[config.mk]
export PLATFORM = sky130hd
export DESIGN_NAME = ps2_key_decoder
export DESIGN_NICKNAME = d
export VERILOG_FILES = /design/src/rtl/ps2_pkg.sv /design/src/rtl/ps2_line_filter.sv /design/src/rtl/ps2_key_decoder.sv
export SDC_FILE = /design/constraint.sdc
export NUM_CORES = 1
export LEC_CHECK = 0
export ABC_AREA = 0
export ABC_CLOCK_PERIOD_IN_PS = 3700
export CAP_MARGIN = 20
export CORE_ASPECT_RATIO = 1.2
export CORE_MARGIN = 3
export CORE_UTILIZATION = 45
export DETAILED_ROUTE_END_ITERATION = 10
export MAX_ROUTING_LAYER = met4
export PLACE_DENSITY = 0.67
export SLEW_MARGIN = 20
export SYNTH_ARGS = -nofsm -noshare
export SYNTH_HDL_FRONTEND = slang
export SYNTH_HIERARCHICAL = 1
export SYNTH_SLANG_ARGS = --single-unit
export TNS_END_PERCENT = 1
[constraint.sdc]
create_clock -name clk_sys -period 3.7 [get_ports clk_sys]
set_input_delay 0.37 -clock clk_sys [delete_from_list [all_inputs] [get_ports clk_sys]]
set_output_delay 0.37 -clock clk_sys [all_outputs]
set_load 0.01 [all_outputs]
[src/rtl/ps2_pkg.sv]
// ps2_pkg: shared PS/2 byte codes, receiver state encoding and byte classification.
package ps2_pkg;
    localparam logic [7:0] PS2_EXT    = 8'hE0;
    localparam logic [7:0] PS2_REL    = 8'hF0;
    localparam logic [7:0] PS2_PAUSE  = 8'hE1;
    localparam logic [7:0] PS2_ACK    = 8'hFA;
    localparam logic [7:0] PS2_BAT    = 8'hAA;
    localparam logic [7:0] PS2_ECHO   = 8'hEE;
    localparam logic [7:0] PS2_RESEND = 8'hFE;
    localparam logic [2:0] PAUSE_SKIP = 3'd7;

    typedef enum logic [1:0] {
        ST_IDLE   = 2'd0,
        ST_DATA   = 2'd1,
        ST_PARITY = 2'd2,
        ST_STOP   = 2'd3
    } ps2_state_e;

    function automatic logic is_discard(input logic [7:0] b);
        return b inside {PS2_ACK, PS2_BAT, PS2_ECHO, PS2_RESEND, 8'h00, 8'hFF};
    endfunction
endpackage

[src/rtl/ps2_line_filter.sv]
// ps2_line_filter: synchroniser and glitch filter for the PS/2 clock line, with a registered falling-edge strobe.
module ps2_line_filter #(
    parameter int FILTER_LEN = 8
) (
    input  logic clk_sys,
    input  logic reset_n,
    input  logic i_raw,
    output logic o_fall
);
    localparam int CW = $clog2(FILTER_LEN) + 1;
    logic [1:0]    r_sync;
    logic [CW-1:0] r_cnt;
    logic          r_filt;
    logic          r_fall;

    always_ff @(posedge clk_sys or negedge reset_n) begin
        if (!reset_n) begin
            r_sync <= '0;
            r_cnt  <= '0;
            r_filt <= 1'b0;
            r_fall <= 1'b0;
        end else begin
            r_sync <= {r_sync[0], i_raw};
            r_fall <= 1'b0;
            // any sample agreeing with the current level restarts the run
            if (r_sync[1] == r_filt) r_cnt <= '0;
            else if (r_cnt == CW'(FILTER_LEN - 1)) begin
                r_filt <= r_sync[1];
                r_cnt  <= '0;
                r_fall <= r_filt;
            end else r_cnt <= r_cnt + CW'(1);
        end
    end

    assign o_fall = r_fall;
endmodule

[src/rtl/ps2_key_decoder.sv]
// ps2_key_decoder: receive-only PS/2 deserialiser that folds E0/F0/E1 prefixes into an 11-bit key event word.
module ps2_key_decoder
    import ps2_pkg::*;
#(
    parameter int FILTER_LEN     = 8,
    parameter int TIMEOUT_CYCLES = 26000
) (
    input  logic        clk_sys,
    input  logic        reset_n,
    input  logic        ps2_clk,
    input  logic        ps2_data,
    output logic [10:0] ps2_key,
    output logic        frame_err
);
    localparam int TW = $clog2(TIMEOUT_CYCLES + 1);
    ps2_state_e    r_state, w_state_nxt;
    logic [1:0]    r_data_sync;
    logic [2:0]    r_bit_cnt, r_skip;
    logic [7:0]    r_shift;
    logic [TW-1:0] r_to_cnt;
    logic [10:0]   r_key;
    logic          r_parity, r_accept, r_err, r_ext, r_rel;
    logic          w_fall, w_data, w_timeout, w_accept, w_err, w_clr;

    ps2_line_filter #(.FILTER_LEN(FILTER_LEN)) u_clk_filt (
        .clk_sys(clk_sys),
        .reset_n(reset_n),
        .i_raw  (ps2_clk),
        .o_fall (w_fall)
    );

    assign w_data    = r_data_sync[1];
    assign w_timeout = (r_state != ST_IDLE) && (r_to_cnt == TW'(TIMEOUT_CYCLES - 1));

    always_comb begin
        w_state_nxt = r_state;
        w_err       = 1'b0;
        w_accept    = 1'b0;
        if (w_fall) begin
            case (r_state)
                ST_IDLE:   if (w_data) w_err = 1'b1; else w_state_nxt = ST_DATA;
                ST_DATA:   w_state_nxt = (r_bit_cnt == 3'd7) ? ST_PARITY : ST_DATA;
                ST_PARITY: w_state_nxt = ST_STOP;
                ST_STOP: begin
                    w_state_nxt = ST_IDLE;
                    w_accept    = w_data && (^{r_shift, r_parity});
                    w_err       = !w_accept;
                end
            endcase
        end else if (w_timeout) begin
            w_state_nxt = ST_IDLE;
            w_err       = 1'b1;
        end
    end

    // a bad start bit is not a broken prefix sequence, so it keeps the flags
    assign w_clr = w_err && (r_state != ST_IDLE);

    always_ff @(posedge clk_sys or negedge reset_n) begin
        if (!reset_n) r_state <= ST_IDLE;
        else r_state <= w_state_nxt;
    end

    always_ff @(posedge clk_sys or negedge reset_n) begin
        if (!reset_n) begin
            r_data_sync <= '0;
            r_bit_cnt   <= '0;
            r_shift     <= '0;
            r_parity    <= 1'b0;
            r_to_cnt    <= '0;
            r_accept    <= 1'b0;
            r_err       <= 1'b0;
        end else begin
            r_data_sync <= {r_data_sync[0], ps2_data};
            r_accept    <= w_accept;
            r_err       <= w_err;
            r_to_cnt    <= (w_fall || r_state == ST_IDLE || w_timeout) ? '0 : r_to_cnt + TW'(1);
            if (w_fall && r_state == ST_IDLE) r_bit_cnt <= '0;
            if (w_fall && r_state == ST_DATA) begin
                r_shift   <= {w_data, r_shift[7:1]};
                r_bit_cnt <= r_bit_cnt + 3'd1;
            end
            if (w_fall && r_state == ST_PARITY) r_parity <= w_data;
        end
    end

    // r_shift stays stable through IDLE, so it doubles as the accepted byte
    always_ff @(posedge clk_sys or negedge reset_n) begin
        if (!reset_n) begin
            r_key  <= '0;
            r_ext  <= 1'b0;
            r_rel  <= 1'b0;
            r_skip <= '0;
        end else if (w_clr) begin
            r_ext <= 1'b0;
            r_rel <= 1'b0;
        end else if (r_accept) begin
            if (r_skip != 3'd0) r_skip <= r_skip - 3'd1;
            else if (r_shift == PS2_PAUSE) r_skip <= PAUSE_SKIP;
            else if (r_shift == PS2_EXT) r_ext <= 1'b1;
            else if (r_shift == PS2_REL) r_rel <= 1'b1;
            else if (!is_discard(r_shift)) begin
                r_key <= {~r_key[10], ~r_rel, r_ext, r_shift};
                r_ext <= 1'b0;
                r_rel <= 1'b0;
            end
        end
    end

    assign ps2_key   = r_key;
    assign frame_err = r_err;
endmodule
; Word-level counts from Yosys, hierarchy flattened
; Index checks and enable logic that the tools add are counted.
; Widths: inputs -> output; s select.
[op_classes]
n_bitwise = 9
n_reduce_logical = 25
addsub = 4
mux = 33
eq_ne = 22
[op_table]
columns = op, count
row1 = $eq 8x8->1 const B, 8
row2 = $mux 1, 20
row3 = $add 15x1->15 const B, 1
row4 = $eq 15x15->1 const B, 1
row5 = $mux 15, 1
row6 = $mux 3, 4
row7 = $ne 3x3->1 const B, 4
row8 = $reduce_and 5->1, 2
row9 = $reduce_bool 2->1, 5
row10 = $not 1->1, 9
row11 = $reduce_xor 9->1, 1
row12 = $logic_not 8->1, 1
row13 = $mux 2, 4
row14 = $mux 4, 2
row15 = $pmux 2 s4, 1
row16 = $reduce_and 7->1, 1
row17 = $logic_and 1x1->1, 6
row18 = $ne 2x2->1 const B, 3
row19 = $reduce_bool 6->1, 1
row20 = $add 4x1->4 const B, 1
row21 = $eq 2x2->1 const B, 2
row22 = $eq 4x3->1 const B, 1
row23 = $reduce_and 2->1, 2
row24 = $add 3x1->3 const B, 1
row25 = other kinds (10), 11
[totals]
reg_bits = 57
inputBits = 4
elab_cells = 109
output_inout_bits = 12

; Depth between registers and ports, before layout
; Gate-level depths: netlist of the first run.
[logic_depth]
word_depth = 9
depth_mapped = 8
ltp_nobuf = 7

; Modules after synthesis
; Netlist of the first run, hierarchy kept.
[modules_own_cells]
columns = module, area_per_inst_um2, seq_area_each_um2, instances, cells_each
row1 = ps2_key_decoder, 2437.3, 1226.2, 1, 213
row2 = ps2_line_filter, 307.8, 200.2, 1, 21

; Least setup slack after synthesis of the first run
; Ideal clock, no wire load.
[synth_path]
kind = flip-flop to flip-flop
start = register r_state[0]
end = register r_key[0], in the netlist ps2_key[0]
period_less_slack_ns = 2.198
stages_incl_launch_ff = 9
path_slack_ns = 1.502
setup_ns = 0.125
required_time_ns = 3.575
t_arrival_ns = 2.073
n_path_buf = 1
path_cell_list = dfrtp_1 inv_1 ha_1 and4b_1 nand4_1 a221oi_1 a211oi_2 buf_6 mux2_4
[synth_between]
elab_chain_cells = 7
elab_cells_between_ends = 10
cone_classes = eq/ne: 1 / mux: 3 / bitwise: 1 / reduce/logical: 5
[synth_lines]
columns = element, line_no
row1 = from (decl), ps2_key_decoder.sv:16  ; ps2_state_e r_state, w_state_nxt;
row2 = from (signal assigned), ps2_key_decoder.sv:61  ; else r_state <= w_state_nxt;
row3 = branches (longest 4 deep; another with $eq 2x2->1), n/a
row4 = $logic_and 1x1->1 (*), ps2_key_decoder.sv:57  ; assign w_clr = w_err && (r_state != ST_IDLE);
row5 = $not 1->1 (no source line) (*), n/a
row6 = $reduce_and 7->1 (no source line) (*), n/a
row7 = to (signal assigned), ps2_key_decoder.sv:103  ; r_key <= {~r_key[10], ~r_rel, r_ext, r_shift};
row8 = to (decl), ps2_key_decoder.sv:21  ; logic [10:0] r_key;
; Mark *: on every way between the ends.
; A chain may end at the register's enable or synchronous reset.

; Final worst setup path of the first run
[layout_path]
start = register r_state[0]
end = register r_key[5], in the netlist ps2_key[5]
; The elaborated chain is that of the path after synthesis.

==> results.json, run 1 <==
{
  "period_minus_slack_ns": 2.58,
  "h-tree-depth": 3,
  "drv_cap": 0,
  "startpoint_type": "flip-flop",
  "hold_buffers": 0,
  "synth_flop_cell": "dfrtp_1",
  "ant_nets": 0,
  "ys_ff_latch": 57,
  "r2r_start": "r_state[0]",
  "drc": 0,
  "setup_tns_ns": 0,
  "clock_sinks": 57,
  "final-hold-violation-count": 0,
  "clockRootBuffer": "clkbuf_8",
  "antenna_found_initial": 0,
  "timing.hold.ws_ns": 0.0468,
  "path_class": "flip-flop to flip-flop",
  "cts_resized": 0,
  "reg2reg_setup_slack_ns": 1.12,
  "ys_top_cells_by_count": "dfrtp_1, nor2_1, nand2_1, xnor2_1, inv_1",
  "core_um2": 5780,
  "dp_slack_ns": 1.08,
  "start_util_pct": 47.5,
  "status": "completed",
  "finalNetCount": 268,
  "grt-ovfl-total": 0,
  "die_y_um": 91.6,
  "slew_headroom_pct": 48.2,
  "postLayoutSetupSlackWorst_ns": 1.12,
  "utilization_pct": 54.4,
  "cts_post_setup_buffers_inserted": 0,
  "p_leak_nw": 1.41,
  "grt_pass1_vias": 1780,
  "final_max_slew_viol_count": 0,
  "power_density_nw_per_um2": 396,
  "vias": 1763,
  "vdd_drop_max_v": 0.000284,
  "setup_viol": 0,
  "syn_nets": 248,
  "fin_skew_ns": 0.00583,
  "routedWlPerCell_um": 13.6,
  "synth_edf_count": 0,
  "synthArstFlopShare_pct": 100,
  "clock_latency_ns": 0.33,
  "endpoint": "ps2_key[5]",
  "place.port_buffers": 15,
  "cp-startpoint": "r_state[0]",
  "fin_cells": 338,
  "synth_area_leaders": "dfrtp_1, mux2_4, ha_1, xnor2_1, mux2_2",
  "cts_tree": "done",
  "firstDrtPassIters": 4,
  "cp-end-kind": "flip-flop",
  "area_delta_synth_final_pct": 14.5,
  "synthDistinctLibCells": 47,
  "worstReg2RegEnd": "ps2_key[5]",
  "dpl.hpwl_um": 3160,
  "yosysTopAreaCellShare_pct": 52.0,
  "yosysMostFrequentCell": "dfrtp_1",
  "critical_path.max_fanout": 11,
  "yosys_warnings": 6,
  "syn_avg_cell_area_um2": 11.7,
  "die_area_um2": 7080,
  "ys_seq_area_share_pct": 52.0,
  "dp_cells": 323,
  "min_period_over_period_pct": 69.7,
  "grt_pass1_wl_um": 8140,
  "grt_usage_pct": 15.1,
  "io_pins": 16,
  "gp_congestion": 0.796,
  "cts_made_buffers": 9,
  "viasPerCell": 5.22,
  "tightestPinTransition_ns": 0.774,
  "critPathRequiredTime_ns": 3.92,
  "rows": 30,
  "synth_area_um2": 2750,
  "synthCells": 234,
  "rsz0062_at_grt": "false",
  "clkTransAtPathRegs_ns": 0.06,
  "clockBufferDepth": 2,
  "crit_arrival_ns": 2.80,
  "hold_path_class": "input port to asynchronous set/reset pin",
  "drt_iter0_markers": 43,
  "synth_top_area_cell": "dfrtp_1",
  "die_x_um": 77.3,
  "max_clock_freq_mhz": 388,
  "worst_r2r_path_depth": 7,
  "drt_wl_total_um": 4600,
  "n_antenna_cell": 0,
  "grt_max_degree": 31,
  "drive_gt1_share_pct": 17.8
}
-- power by group --
| part | total, mW | switching (mW) | internal (mW) |
|---|---|---|---|
| clock network | 0.524 | 0.233 | 0.290 |
| registers | 0.662 | 0.0180 | 0.644 |
| logic | 0.0589 | 0.0305 | 0.0284 |
| total | 1.24 | 0.282 | 0.962 |
-- state kept, by name, indices dropped and copies added, names as in the netlist --
signal / count
r_accept: 1
ps2_key: 11
r_bit_cnt: 3
r_skip: 3
u_clk_filt/r_filt: 1
r_ext: 1
r_shift: 8
r_state: 2
frame_err: 1
r_rel: 1
r_data_sync: 2
r_parity: 1
r_to_cnt: 15
u_clk_filt/r_sync: 2
u_clk_filt/r_cnt: 4
u_clk_filt/o_fall: 1
-- metal layers --
metal	track usage (%)	vias up	wire [µm]
met5	-	-	0
met4	8.90	0	106
met3	3.67	10	119
met2	22.7	24	2170
met1	18.3	871	2200
li1	-	858	-
-- worst min-delay path by stage --
stage	slack (ns)	startpoint	to
2_1_floorplan	0.07	reset_n	frame_err
3_3_place_gp	0.33	r_data_sync[0]	r_data_sync[1]
3_5_place_dp	0.34	u_clk_filt/r_sync[0]	u_clk_filt/r_sync[1]
4_1_cts	0.06	reset_n	ps2_key[4]
5_1_grt	0.09	reset_n	ps2_key[1]
6_report	0.05	reset_n	r_to_cnt[9]
-- layout make-up --
cell class	instances	area, µm²
inverters	12	45.0
clock inverters	3	15.0
flip-flops and latches	57	1430
well taps	80	100
fillers	540	2640
clock buffers	12	165
repair buffers	16	153
multi-input cells	158	1240
-- layout by cell type (no fill, tap or decap), drive strengths merged, types with 3 or more instances in the layout --
| master | synthesis | final |
|---|---|---|
| xor2 | 5 | 5 |
| nor2 | 19 | 19 |
| nand3 | 6 | 6 |
| nor4 | 4 | 4 |
| nor3 | 3 | 3 |
| nor2b | 3 | 3 |
| nand4 | 5 | 5 |
| clkinv | 0 | 3 |
| clkbuf | 4 | 12 |
| ha | 10 | 10 |
| clkdlybuf4s50 | 0 | 14 |
| and4 | 4 | 4 |
| inv | 12 | 12 |
| a21oi | 4 | 4 |
| or3 | 4 | 4 |
| and3 | 3 | 3 |
| nand2 | 15 | 15 |
| dfrtp | 57 | 57 |
| mux2 | 18 | 18 |
| xnor2 | 13 | 13 |
| mux2i | 5 | 5 |
| o21ai | 10 | 10 |
-- worst max-delay path: stages (launching register included) --
cell and delay [ns]:
dfrtp_1 0.42, inv_1 0.11, ha_1 0.28, and4b_1 0.24, nand4_1 0.12, a221oi_1 0.15, a211oi_4 0.74, mux2_2 0.40
-- logic make-up after synthesis --
logic type,count (synthesis),share of synthesized area [%]
adder cells (fa/ha/maj),10,4.56
multiplexers,23,10.6
buffers and inverters,19,3.14
AND/OR/NAND/NOR,79,15.9
XOR/XNOR,20,7.52
flip-flops,57,52.0
AO/OA/AOI/OAI,26,6.38
-- per-stage QoR --
stage	total power, mW	cell area (µm²)
final	1.24	3140
after floorplan	0.707	2750
after detailed placement	0.733	2960
after global placement	0.731	2960
after CTS	1.27	3140
after global routing	1.30	3140
No activity file was read; power rests on OpenSTA's default activity.
==> run 2: changes to the inputs <==
ABC_CLOCK_PERIOD_IN_PS = 2100   (was 3700)
PLACE_DENSITY = 0.69   (was 0.67)
clock period = 2.1 ns   (was 3.7 ns; I/O delays follow)
==> run 2 against run 1 <==
Compared with the run above: the run now ends with setup timing left; final area up 8.8%; non-clock buffer count up 30; first-iteration DRC count up 26%; hold slack better by 0.28 ns; sequential share of layout area down 3.6 points; wire length up 7.9%; via count up 7.5%.
==> results.json, run 2 (synthesis gave the netlist of run 1 again) <==
{
  "status": "finished, violations left",
  "violations": "setup timing",
  "grt_max_degree": 33,
  "critPathTopFamily": "XOR/XNOR gates",
  "hold_path_class": "input port to flip-flop",
  "fin_cells": 367,
  "h-tree-depth": 3,
  "cts_made_buffers": 9,
  "critical_path.max_fanout": 11,
  "placed_area_um2": 3210,
  "grt-ovfl-total": 0,
  "worstHoldPathCells": 1,
  "startpoint_type": "flip-flop",
  "layout_common_cells": "dfrtp_1, buf_4, nor2_1",
  "regMostFlops": "r_to_cnt",
  "n_antenna_cell": 0,
  "routedWlPerCell_um": 13.5,
  "clock_sinks": 57,
  "start_util_pct": 47.5,
  "crit_arrival_ns": 2.36,
  "clockRootBuffer": "clkbuf_8",
  "finalNetCount": 298,
  "final_area_um2": 3420,
  "core_um2": 5780,
  "die_x_um": 77.3,
  "die_area_um2": 7080,
  "reg2reg_setup_slack_ns": -0.05,
  "gp_congestion": 0.841,
  "switching_share_pct": 22.2,
  "critPathRequiredTime_ns": 2.31,
  "io_pins": 16,
  "cpPeakStageDelay_ns": 0.45,
  "hold_end": "r_data_sync[0]",
  "drt_wl_total_um": 4960,
  "fillerInstances": 504,
  "period_minus_slack_ns": 2.15,
  "setup_viol": 9,
  "vdd_drop_max_v": 0.000566,
  "rsz0062_at_grt": "true",
  "clock_latency_ns": 0.33,
  "multiInputGateArea_um2": 1280,
  "drive_gt1_share_pct": 27.5,
  "dp_cells": 352,
  "die_y_um": 91.6,
  "utilization_pct": 59.2,
  "postLayoutSetupSlackWorst_ns": -0.0496,
  "power_switching_mw": 0.476,
  "power_density_nw_per_um2": 628,
  "grt_pass1_wl_um": 8580,
  "timing.hold.ws_ns": 0.322,
  "total_power_mw": 2.15,
  "fin_skew_ns": 0.00788,
  "rows": 30,
  "clockBufferDepth": 2,
  "grt_usage_pct": 15.9,
  "r2r_start": "r_shift[5]",
  "min_period_over_period_pct": 102,
  "vias": 1896,
  "area_delta_synth_final_pct": 24.6,
  "firstDrtPassIters": 4,
  "path_buf_inv": 1,
  "p_leak_nw": 1.56,
  "seqPwrFrac_pct": 54.3,
  "cts_tree": "done",
  "cp_cell_sequence": "xnor2_2 > xnor3_2 > mux2i_2 > a211oi_2 > buf_12 > mux2_2",
  "dpl.hpwl_um": 3560,
  "final_common_cell": "dfrtp_1",
  "place.port_buffers": 15,
  "grt_pass1_vias": 1930,
  "max_clock_freq_mhz": 465,
  "tightestPinTransition_ns": 0.616,
  "combPwrFrac_pct": 5.3,
  "clkTransAtPathRegs_ns": 0.06,
  "viasPerCell": 5.17,
  "drc": 0,
  "worstReg2RegEnd": "ps2_key[5]",
  "seq_area_um2": 1430,
  "slew_headroom_pct": 58.9,
  "drv_cap": 0,
  "worst_r2r_path_depth": 6,
  "final-hold-violation-count": 0,
  "final_max_slew_viol_count": 0,
  "ant_nets": 0,
  "min_from": "ps2_data",
  "drt_iter0_markers": 54,
  "path_class": "flip-flop to flip-flop",
  "power_frac_clock_pct": 40.4,
  "internal_power_mw": 1.67,
  "largest_register_ffs": 15,
  "antenna_found_initial": 0,
  "cts_post_setup_buffers_inserted": 0,
  "cp-end-kind": "flip-flop",
  "critPathSlowestCell": "xnor3_2"
}
## run 2: worst max-delay path by stage
stage	from	to	depth (start not counted)
floorplan	r_shift[4]	ps2_key[0]	7
global placement	r_shift[5]	ps2_key[5]	6
detailed placement	r_state[1]	r_skip[1]	8
CTS	r_shift[4]	ps2_key[5]	6
global route	r_shift[5]	ps2_key[5]	6
finish	r_shift[5]	ps2_key[5]	6
## run 2: metal layers
metal,track usage (%),wire [µm],part of all wire (%)
met1,18.7,2250,45
met3,4.27,151,3.0
met4,9.05,110,2.2
met2,24.4,2440,49
met5,-,0,0
## run 2: layout make-up
| cell class | count | share of cell area, % |
|---|---|---|
| tap | 80 | 2.93 |
| sequential | 57 | 41.7 |
| inverter | 12 | 1.32 |
| timing repair buffer | 46 | 11.9 |
| multi-input combinational | 158 | 37.4 |
| clock buffer | 14 | 4.76 |
## run 2: power groups by stage
stage | Sequential, mW | Clock (mW) | Combinational [mW]
final | 1.17 | 0.867 | 0.113
after global routing | 1.17 | 0.937 | 0.129
after CTS | 1.17 | 0.901 | 0.115
after detailed placement | 1.18 | 0 | 0.112
after global placement | 1.18 | 0 | 0.110
after floorplan | 1.18 | 0 | 0.0677
## run 2: what timing repair did
action / 4_1_cts / 5_1_grt
endpoints found under the hold margin: 25 / 0
setup endpoints to repair: 11 / 12
gates resized for setup: 2 / 5
hold buffers: 1 / 0
pin swaps: 3 / 0
## run 2: stage by stage
step / setup TNS, ns / worst slack (ns)
floorplan: -0.136 / -0.0170
global placement: -0.0103 / -0.0103
detailed placement: -0.333 / -0.0472
CTS: -0.0219 / -0.0110
global route: -1.03 / -0.124
finish: -0.159 / -0.0496
